===== src/rtl/tx_fct_credit_ctrl.sv =====
`default_nettype none
// ============================================================================
//  Module   : tx_fct_credit_ctrl
//  Purpose  : SpaceWire transmit-side flow-control-token (FCT) credit
//             controller. Queues FCT requests from the receive buffer,
//             hands them one at a time to the character encoder, and tracks
//             how much credit granted to the far end is still outstanding.
//             Flags N-Chars received without credit and requests refused
//             because the credit window is full.
//  Revision : 1.0 - initial release
// ----------------------------------------------------------------------------
//  Ports
//   pclk_tx       in   transmit clock, rising edge
//   enable_tx     in   synchronous active-low reset
//   send_null_tx  in   clock enable; low freezes all state and outputs
//   send_fct_now  in   request level; each rising edge asks for one FCT
//   rx_char_rcvd  in   one-cycle pulse per N-Char received
//   fct_sent      in   one-cycle encoder acknowledge per FCT transmitted
//   fct_req       out  an FCT is available for transmission
//   fct_pending   out  queued FCTs not yet sent
//   credit_out    out  FCTs sent whose characters are not all received
//   credit_err    out  sticky: N-Char received with no credit
//   req_drop      out  sticky: request refused, window full
// ============================================================================
module tx_fct_credit_ctrl #(
   parameter int CNT_W         = 3,
   parameter int MAX_OUT       = 7,
   parameter int INIT_FCT      = 7,
   parameter int CHARS_PER_FCT = 8
) (
   input  logic             pclk_tx,
   input  logic             enable_tx,
   input  logic             send_null_tx,
   input  logic             send_fct_now,
   input  logic             rx_char_rcvd,
   input  logic             fct_sent,
   output logic             fct_req,
   output logic [CNT_W-1:0] fct_pending,
   output logic [CNT_W-1:0] credit_out,
   output logic             credit_err,
   output logic             req_drop
);

   localparam int CHAR_W = $clog2(CHARS_PER_FCT);

   typedef enum logic [0:0] {
      S_LOAD = 1'b0,
      S_RUN  = 1'b1
   } state_t;

   state_t              state;
   state_t              state_nxt;
   logic                req_d;
   logic [CHAR_W-1:0]   char_cnt;

   logic [CNT_W-1:0]    pending_nxt;
   logic [CNT_W-1:0]    credit_nxt;
   logic [CHAR_W-1:0]   char_cnt_nxt;
   logic                fct_req_nxt;
   logic                credit_err_nxt;
   logic                req_drop_nxt;

   logic                run;
   logic                req_edge;
   logic [CNT_W:0]      win_sum;
   logic                accept;
   logic                refuse;
   logic                do_send;
   logic                consume;
   logic                wrap;
   logic                no_credit;

   // ------------------------------------------------------------------
   // Event decode. Window occupancy is summed one bit wider so that a
   // full window can never alias to a small value.
   // ------------------------------------------------------------------
   always_comb begin
      run       = (state == S_RUN);
      req_edge  = send_fct_now & ~req_d;
      win_sum   = {1'b0, fct_pending} + {1'b0, credit_out};
      accept    = run & req_edge & (win_sum <  (CNT_W+1)'(MAX_OUT));
      refuse    = run & req_edge & (win_sum >= (CNT_W+1)'(MAX_OUT));
      do_send   = run & fct_sent & (fct_pending != '0);
      consume   = run & rx_char_rcvd & (credit_out != '0);
      no_credit = run & rx_char_rcvd & (credit_out == '0);
      wrap      = consume & (char_cnt == CHAR_W'(CHARS_PER_FCT-1));
   end

   // ------------------------------------------------------------------
   // Next-state and next-output logic
   // ------------------------------------------------------------------
   always_comb begin
      state_nxt      = state;
      pending_nxt    = fct_pending;
      credit_nxt     = credit_out;
      char_cnt_nxt   = char_cnt;
      credit_err_nxt = credit_err | no_credit;
      req_drop_nxt   = req_drop | refuse;

      case (state)
         S_LOAD: begin
            pending_nxt = CNT_W'(INIT_FCT);
            state_nxt   = S_RUN;
         end
         S_RUN: begin
            // Accept and send in the same cycle cancel out.
            case ({accept, do_send})
               2'b10:   pending_nxt = fct_pending + CNT_W'(1);
               2'b01:   pending_nxt = fct_pending - CNT_W'(1);
               default: pending_nxt = fct_pending;
            endcase
            // Send and a wrapping consume in the same cycle cancel out.
            case ({do_send, wrap})
               2'b10:   credit_nxt = credit_out + CNT_W'(1);
               2'b01:   credit_nxt = credit_out - CNT_W'(1);
               default: credit_nxt = credit_out;
            endcase
            if (consume) begin
               char_cnt_nxt = wrap ? '0 : char_cnt + CHAR_W'(1);
            end
         end
         default: state_nxt = S_LOAD;
      endcase

      fct_req_nxt = (state_nxt == S_RUN) && (pending_nxt != '0);
   end

   // ------------------------------------------------------------------
   // Registers. req_d tracks the request level in every enabled cycle,
   // including S_LOAD, so a level held across reset release is not seen
   // as a fresh request.
   // ------------------------------------------------------------------
   always_ff @(posedge pclk_tx) begin
      if (!enable_tx) begin
         state       <= S_LOAD;
         req_d       <= 1'b0;
         char_cnt    <= '0;
         fct_pending <= '0;
         credit_out  <= '0;
         fct_req     <= 1'b0;
         credit_err  <= 1'b0;
         req_drop    <= 1'b0;
      end else if (send_null_tx) begin
         state       <= state_nxt;
         req_d       <= send_fct_now;
         char_cnt    <= char_cnt_nxt;
         fct_pending <= pending_nxt;
         credit_out  <= credit_nxt;
         fct_req     <= fct_req_nxt;
         credit_err  <= credit_err_nxt;
         req_drop    <= req_drop_nxt;
      end
   end

endmodule
`default_nettype wire


===== config.mk =====
export PLATFORM = sky130hd
export DESIGN_NAME = tx_fct_credit_ctrl
export DESIGN_NICKNAME = d
export VERILOG_FILES = /design/src/rtl/tx_fct_credit_ctrl.sv
export SDC_FILE = /design/constraint.sdc
export NUM_CORES = 1
export LEC_CHECK = 0
export CORE_MARGIN = 8
export CORE_UTILIZATION = 45
export CTS_CLUSTER_DIAMETER = 40
export DETAILED_ROUTE_END_ITERATION = 12
export PLACE_DENSITY = 0.68
export SYNTH_ARGS = -nofsm -noshare
export SYNTH_HDL_FRONTEND = slang
export SYNTH_SLANG_ARGS = --single-unit

===== constraint.sdc =====
create_clock -name pclk_tx -period 3.7 [get_ports pclk_tx]
set_clock_uncertainty 0.15 [all_clocks]
set_input_delay 0.74 -clock pclk_tx [delete_from_list [all_inputs] [get_ports pclk_tx]]
set_output_delay 0.74 -clock pclk_tx [all_outputs]
set_load 0.01 [all_outputs]

* After elaboration in Yosys (flattened, before gate mapping)
Cells that the tools add are included.
** Operators by class
- Add/sub/neg operators :: 6
- Magnitude comparators :: 2
- Equal/unequal tests :: 5
- Mux-type cells :: 4
- Bitwise gates (word level) :: 14
- Reduce and logical (&&, ||, !) cells :: 7
** Operator list (count)
- $pmux W3 S2 :: 3
- $and A1 B1 Y1 :: 10
- $add A3 B1 Y3 const B :: 3
- $reduce_bool A3 Y1 :: 3
- $reduce_and A3 Y1 :: 2
- $sub A3 B1 Y3 const B :: 2
- $add A3 B3 Y4 :: 1
- $eq A2 B1 Y1 const B :: 2
- $eq A2 B2 Y1 const B :: 2
- $ge A4 B3 Y1 const B :: 1
- $lt A4 B3 Y1 const B :: 1
- $eq A3 B3 Y1 const B :: 1
- $logic_not A3 Y1 :: 1
- $mux W3 :: 1
- $not A1 Y1 :: 2
- $or A1 B1 Y1 :: 2
- $reduce_bool A2 Y1 :: 1
** Storage, ports and cells
- Register bits :: 14
- Input bits :: 6
- Output and inout bits :: 9
- Logic and storage cells :: 46

* Depth between registers and ports, before layout
Gate-level depths: netlist of the first run.
- Depth after elaboration :: 8
- Gate-level depth with buffers :: 12
- Depth with buffers taken out :: 12

* Worst setup path before layout of the first run
Ideal clock, no wire load.
- Kind :: register to register
- Start :: register credit_out[0]
- End :: register fct_pending[2]
- Data arrival time :: 2648 ps
- Required time :: 3480 ps
- Path slack :: 833 ps
- Cell stages (with the launch flop) :: 13
- Path through :: dfxtp_1 > ha_1 > fa_1 > and2_0 > a221oi_1 > nand4b_1 > ha_1 > inv_1 > fa_1 > xor2_1 > or3_1 > and3_1 > a21oi_1
** Between the ends
- Cells in the longest elaborated chain, start to end :: 6
- Elaborated cells on any way between the ends :: 7
- Classes of those cells :: add/sub: 1; order compare: 1; eq/ne: 2; mux: 2; bitwise: 1
** Ends and longest elaborated chain
- start, declared :: RTL line 39 : output logic [CNT_W-1:0] credit_out,
- start signal, assigned :: RTL line 148 : credit_out <= credit_nxt;
- $add A3 B3 Y4 * :: RTL line 80 : win_sum = {1'b0, fct_pending} + {1'b0, credit_out};
- $lt A4 B3 Y1 * :: RTL line 81 : accept = run & req_edge & (win_sum < (CNT_W+1)'(MAX_OUT));
- $and A1 B1 Y1 * :: RTL line 81
- $eq A2 B1 Y1 / $eq A2 B2 Y1 (equally long branches) :: RTL line 107 : case ({accept, do_send})
- $pmux W3 S2 * :: RTL line 107
- $pmux W3 S2 * :: RTL line 100 : case (state)
- end signal, assigned :: RTL line 147 : fct_pending <= pending_nxt;
- end, declared :: RTL line 38 : output logic [CNT_W-1:0] fct_pending,
Every way passes the cells marked *; elsewhere a longest branch is shown, timed or not.
A chain may end at the register's enable or synchronous reset.

* Final worst setup path of the first run
Ends and elaborated chain as after synthesis.

==> Implementation_results.wiki, run 1 <==
{| class="wikitable"
! Metric !! Value
|-
| Number of enable flip-flop cells after synthesis || 0
|-
| Count of cell types in the netlist || 37
|-
| Worst min path class || flip-flop to flip-flop
|-
| Worst stage delay on the critical path || 0.42 ns
|-
| Via total after detailed routing || 639
|-
| Wire length of the first global-routing pass || 2920 microns
|-
| Number of top-level design ports || 15
|-
| Crit. End Element || flip-flop
|-
| Post-CTS Hold Fix Bufs || 0
|-
| Core region area || 1750 sq um
|-
| Syn nets || 103
|-
| DIE WIDTH || 59.2 microns
|-
| Number of buffers inserted to repair setup after CTS || 0
|-
| Row count || 15
|-
| Critical-path cell with the highest stage delay || fa_1
|-
| Port-buffer cells || 14
|-
| Vias in the first global route || 650
|-
| Setup tns final || 0 ns
|-
| Worst hold-check slack || 0.320 ns
|-
| Total of endpoints with negative setup slack in the final report || 0
|-
| Final hold violation count || 0
|-
| Required time of the critical path || 3.77 ns
|-
| Launch point of the worst reg-to-reg path || credit_out[0]
|-
| Cell total after placement || 124
|-
| Slew HR || 0.596
|-
| Synthesis-stage register bit count || 14
|-
| Area growth syn-to-layout || 23.7%
|-
| Die footprint || 3500 sq um
|-
| Overall global routing resource usage || 0.108
|-
| Syn Inst Count || 87
|-
| Average detailed-routed wire length per instance || 12.7 microns
|-
| Antenna violations before repair || 0
|-
| Die boundary height || 59.2 microns
|-
| Post-detail-place hpwl || 1240 microns
|-
| Dominant cell type by area after synthesis || dfxtp_1
|-
| Avg Cell Area, Syn || 9.64 sq um
|-
| Number of nets in the finished design || 120
|-
| Start point of the worst hold path || req_drop
|-
| Depth of the CTS H-tree || 1
|-
| Clock buffers created by TritonCTS || 3
|-
| Total count of max-transition violations in the final report || 0
|-
| Part of the Yosys area used for sequential elements || 0.334
|-
| Worst Reg-to-Reg Cells || 12
|-
| Start-to-end type of the worst setup path || flip-flop to flip-flop
|-
| Fin cells || 128
|-
| Vias per cell || 4.99
|-
| Tightest Pin Transition || 0.599 ns
|-
| Clock Tree Buf Depth || 2
|-
| 1st-pass router iterations || 4
|-
| Critical Path Start || credit_out[0]
|-
| Total congestion overflow after global routing || 0
|-
| Total standard cell area after synthesis || 838 sq um
|-
| Clk root buf || clkbuf_4
|-
| Maximum number of pins on one net before global-route repair || 15
|-
| Clock period minus final worst setup slack || 3.13 ns
|-
| Placed cell area || 1000 sq um
|-
| Final cycle utilization of the critical path || 0.845
|-
| WHS Path Cells || 1
|-
| Asr flop ratio synth || 0
|-
| Critical path startpoint category || flip-flop
|-
| Antenna-violating nets left || 0
|-
| Biggest area contributors in the synthesized netlist || dfxtp_1, ha_1, fa_1, xor2_1, inv_1
|-
| Clock tree from TritonCTS || yes
|-
| Run status || finished clean
|-
| Total Routed Length || 1620 microns
|-
| Total power of the final layout || 0.331 mW
|-
| Data arrival time of the critical path || 3.20 ns
|-
| Iter 0 DRT Violations || 5
|-
| Post-synth top flop || dfxtp_1
|-
| Number of antenna repair diodes || 0
|-
| Highest ir drop seen on vdd || 0.272 mV
|-
| Number of max-cap violations || 0
|-
| Ratio of cells with drive above 1 in the final layout || 0.0777
|-
| Clock sink total || 14
|-
| Pleak || 0.431 nW
|-
| Setup repair after global routing missed its margin || no
|-
| Area fraction of the dominant cell type after synthesis || 0.334
|-
| Final non-filler cell area || 1040 sq um
|-
| Clock latency on the worst-skew pair || 0.28 ns
|-
| Maximum clock frequency || 320 MHz
|-
| Largest fanout of any net on the critical path || 4
|-
| Resized cells post-CTS || 0
|-
| Power density over cell area || 319 nW/um^2
|-
| Reg clk slew, reported paths || 0.09 ns
|-
| Sequence of cells on the critical path || ha_1 -> fa_1 -> and2_0 -> a221oi_1 -> nand4b_1 -> ha_1 -> inv_1 -> fa_1 -> xor2_1 -> or3_1 -> and3_1 -> a21oi_1
|-
| Number of synthesis warnings || 0
|-
| Global placement routability congestion || 0.748
|-
| Number of design rule violations left after detail routing || 0
|-
| Initial standard-cell utilization of the core || 0.480
|}
worst max-delay path: cells and delay by family, from the launching register on:
kind                     cells  cell delay (ns)
XOR/XNOR                     1             0.07
AO/OA/AOI/OAI                2             0.53
AND/OR/NAND/NOR              4             0.79
flip-flops                   1             0.40
adder cells (fa/ha/maj)      4             1.04
buffers and inverters        1             0.07
cell usage in the layout (no fill, tap or decap), types with 2 or more instances in the layout:
cell,n
o21ai_0,4
nand3_1,2
dfxtp_1,14
nor2_1,3
a21oi_1,5
nand2b_1,3
inv_1,7
and2_1,2
clkbuf_4,3
clkdlybuf4s50_1,14
ha_1,7
xor2_1,4
nand3b_1,2
nand2_1,3
o21a_1,2
fa_1,3
mux2i_1,2
nor2b_1,3
cells by family (layout without fill, tap and decap cells):
kind of cell	after synthesis	in the layout	share of synthesized area
xor+xnor	5	5	0.0522
compound gates	19	19	0.151
flops	14	14	0.334
fa+ha+maj	10	10	0.176
mux	2	2	0.0239
simple gates	28	28	0.221
buf+inv	9	25	0.0418
metrics by stage:
stage,setup WS (ns),util
after global routing,0.408,0.594
after global placement,0.609,0.573
final,0.574,0.594
after floorplan,0.833,-
after detailed placement,0.560,0.573
after CTS,0.567,0.594
metal layers:
layer,share of wire,vias up,global-route usage
met3,0.074,5,0.0304
met4,0.021,0,0.0614
met1,0.50,286,0.138
met2,0.41,14,0.157
met5,0,-,0
li1,-,334,-
cell usage after synthesis, types with 2 or more instances:
cell / count
mux2i_1: 2
nand2b_1: 3
fa_1: 3
o21ai_0: 4
dfxtp_1: 14
nand3b_1: 2
o21a_1: 2
inv_1: 7
nand2_1: 3
nand3_1: 2
a21oi_1: 5
ha_1: 7
and2_1: 2
nor2b_1: 3
nor2_1: 3
xor2_1: 4
final timing paths:
check	endpoint	slack, ns
min	req_drop	0.32
max reg2reg	fct_pending[2]	0.57
min reg2reg	req_drop	0.32
max	fct_pending[2]	0.57
where the power goes:
part	switching [mW]	internal [mW]	total, mW
sequential	0.00770	0.157	0.165
combinational	0.0258	0.0272	0.0529
clock	0.0538	0.0599	0.114
registers in the layout, summed over array words and instances, names as in the netlist:
register / cells
req_drop: 1
fct_req: 1
run: 1
fct_pending: 3
req_d: 1
char_cnt: 3
credit_out: 3
credit_err: 1
cell type report:
class,count,area (sq um)
multi-input combinational,64,523
tap,25,31.3
sequential,14,280
clock buffer,4,36.3
fill,166,708
timing repair buffer,14,140
inverter,7,26.3
(Power assumes the default switching activity.)
==> run 2, diff against run 1 <==
==> constraint.sdc (replaced) <==
create_clock -name pclk_tx -period 3.2 [get_ports pclk_tx]
set_clock_uncertainty 0.15 [all_clocks]
set_input_delay 0.64 -clock pclk_tx [delete_from_list [all_inputs] [get_ports pclk_tx]]
set_output_delay 0.64 -clock pclk_tx [all_outputs]
set_load 0.01 [all_outputs]
==> Implementation_results.wiki, run 2 (synthesized netlist as in run 1, its figures left out) <==
{| class="wikitable"
! Metric !! Value
|-
| Final setup margin || 0.196 ns (-0.378 ns)
|-
| Post-detail-place hpwl || 1240 microns (+0.59%)
|-
| Pre-CTS WS || 0.181 ns (-0.378 ns)
|-
| Area used by sequential logic in the layout || 280 sq um (unchanged)
|-
| Ratio of cells with drive above 1 in the final layout || 0.0962 (+0.0185)
|-
| Area growth syn-to-layout || 25.4%
|-
| Sequence of cells on the critical path || ha_1 -> fa_1 -> and2_0 -> a221oi_2 -> nand4b_1 -> ha_1 -> inv_1 -> fa_1 -> xor2_1 -> or3_1 -> and3_1 -> a21oi_1
|-
| Depth of the CTS H-tree || 1 (unchanged)
|-
| Clock period minus final worst setup slack || 3.00 ns (-0.122 ns)
|-
| Clock sink total || 14 (unchanged)
|-
| Run status || finished clean
|-
| Fraction of met1 tracks used by global routing || 0.134 (-0.00405)
|-
| Number of nets in the finished design || 121 (+0.83%)
|-
| Vias in the first global route || 659 (+1.4%)
|-
| Number of antenna repair diodes || 0 (unchanged)
|-
| Die boundary height || 59.2 microns (unchanged)
|-
| Row count || 15 (unchanged)
|-
| Grt met3 use || 0.0282 (-0.00217)
|-
| Highest ir drop seen on vdd || 0.299 mV (+9.7%)
|-
| Worst min path class || flip-flop to flip-flop
|-
| Maximum number of pins on one net before global-route repair || 15 (unchanged)
|-
| Top cell family by delay on the critical path || adder cells
|-
| Most utilized layer in the global route result || met2
|-
| Antenna-violating nets left || 0 (unchanged)
|-
| Initial standard-cell utilization of the core || 0.480 (unchanged)
|-
| Data arrival time of the critical path || 3.08 ns (-0.12 ns)
|-
| Wire length of the first global-routing pass || 2910 microns (-0.24%)
|-
| Core region area || 1750 sq um (unchanged)
|-
| Final cycle utilization of the critical path || 0.939 (+0.0938)
|-
| Total congestion overflow after global routing || 0 (unchanged)
|-
| Setup repair after global routing missed its margin || no
|-
| Setup tns final || 0 ns (unchanged)
|-
| Required time of the critical path || 3.28 ns (-0.49 ns)
|-
| Clk root buf || clkbuf_4
|-
| Power density over cell area || 365 nW/um^2 (+14%)
|-
| Crit. End Element || flip-flop
|-
| Start-to-end type of the worst setup path || flip-flop to flip-flop
|-
| Worst stage delay on the critical path || 0.48 ns (+0.06 ns)
|-
| Number of design rule violations left after detail routing || 0 (unchanged)
|-
| Overall global routing resource usage || 0.107 (-0.000538)
|-
| Post-CTS Hold Fix Bufs || 0 (unchanged)
|-
| Vias per cell || 5.19 (+3.9%)
|-
| Antenna violations before repair || 0 (unchanged)
|-
| Via total after detailed routing || 669 (+4.7%)
|-
| Iter 0 DRT Violations || 16 (+11)
|-
| Final hold violation count || 0 (unchanged)
|-
| Clock latency on the worst-skew pair || 0.29 ns (about the same)
|-
| Critical-path cell with the highest stage delay || fa_1
|-
| Clock buffers created by TritonCTS || 3 (unchanged)
|-
| Largest registers || char_cnt x3, credit_out x3, fct_pending x3
|-
| 1st-pass router iterations || 4 (unchanged)
|-
| Maximum clock frequency || 333 MHz (+4.1%)
|-
| Met2 track demand over resource || 0.162 (+0.00467)
|-
| Total count of max-transition violations in the final report || 0 (unchanged)
|-
| DIE WIDTH || 59.2 microns (unchanged)
|-
| Core occupancy in the finished layout || 0.602 (+0.00789)
|-
| Total area of multi-input combinational cells || 529 sq um (+1.2%)
|-
| Largest fanout of any net on the critical path || 4 (unchanged)
|-
| Critical path startpoint category || flip-flop
|-
| Total buffers and inverters traversed by the critical path || 1 (unchanged)
|-
| Pleak || 0.439 nW (+1.9%)
|-
| Clock tree from TritonCTS || yes
|-
| Number of filler cells placed in the layout || 159 (-4.2%)
|-
| Die footprint || 3500 sq um (unchanged)
|-
| Tightest Pin Transition || 0.528 ns (-0.0708 ns)
|-
| Total Routed Length || 1660 microns (+2.1%)
|-
| Total of endpoints with negative setup slack in the final report || 0 (unchanged)
|-
| Number of max-cap violations || 0 (unchanged)
|-
| Clock Tree Buf Depth || 2 (unchanged)
|-
| Global placement routability congestion || 0.724 (-3.2%)
|-
| Slew HR || 0.644 (+0.0478)
|-
| Number of top-level design ports || 15 (unchanged)
|-
| Reg clk slew, reported paths || 0.09 ns (about the same)
|-
| Port-buffer cells || 14 (unchanged)
|-
| Average detailed-routed wire length per instance || 12.9 microns (+1.3%)
|-
| Commonest non-fill, non-tap cells in the layout || dfxtp_1, clkdlybuf4s50_1, inv_1, ha_1, a21oi_1
|}
run 2: cell count changes in the layout (fill, tap and decap cells not counted), sizes merged:
cell / before / now
buf: 0 / 1
run 2: path summary, 6_finish.rpt:
kind | start | end | slack [ns] | cells after the start
min reg2reg | char_cnt[2] | char_cnt[2] | 0.33 | 2
min | char_cnt[2] | char_cnt[2] | 0.33 | 2
max | fct_pending[0] | fct_pending[2] | 0.20 | 12
max reg2reg | fct_pending[0] | fct_pending[2] | 0.20 | 12
run 2: worst reg2reg max path: cells and delay by family, from the launching register on:
kind / cells / cell delay (ns)
AOI/OAI and AO/OA: 2 / 0.21
xor gates and xnor gates: 1 / 0.16
adders and majority gates: 4 / 1.29
buffers and inverters: 1 / 0.06
DFF: 1 / 0.36
and+or+nand+nor: 4 / 0.73
run 2: timing repair:
action | in CTS | in global routing
endpoints found under the setup margin | 0 | 2
resized for setup | 0 | 1
buffers inserted | 0 | 0
run 2: cell type report:
class / count / share of cell area
clock buffers: 4 / 0.0345
repair buffers: 15 / 0.140
multi-input cells: 64 / 0.504
well taps: 25 / 0.0298
inverters: 7 / 0.0250
flip-flops and latches: 14 / 0.267
run 2: per-layer routing:
metal / share of wire / wire length (microns)
met3: 0.062 / 103
met1: 0.49 / 815
met5: 0 / 0
met4: 0.017 / 29
met2: 0.43 / 710
run 2: where the power goes:
part           switching (mW)  internal, mW  leakage [nW]
logic                  0.0302        0.0317         0.304
registers             0.00908         0.181         0.115
clock network          0.0624        0.0693        0.0210
run 2: per-stage QoR:
step / instances / area (sq um) / power, mW / hold WS [ns]
2_1_floorplan: 87 / 838 / 0.229 / 0.299
3_3_place_gp: 125 / 1010 / 0.254 / 0.301
3_5_place_dp: 125 / 1010 / 0.255 / 0.324
4_1_cts: 129 / 1040 / 0.387 / 0.337
5_1_grt: 129 / 1050 / 0.400 / 0.379
6_report: 129 / 1050 / 0.384 / 0.332
==> run 3, diff against run 2 <==
--- a/config.mk
+++ b/config.mk
@@ -10,6 +10,7 @@
 export CTS_CLUSTER_DIAMETER = 40
 export DETAILED_ROUTE_END_ITERATION = 12
 export PLACE_DENSITY = 0.68
+export SKIP_CTS_REPAIR_TIMING = 1
 export SYNTH_ARGS = -nofsm -noshare
 export SYNTH_HDL_FRONTEND = slang
 export SYNTH_SLANG_ARGS = --single-unit
==> results of run 3 <==
No change in the layout: final DEF, timing and power equal those of run 2.
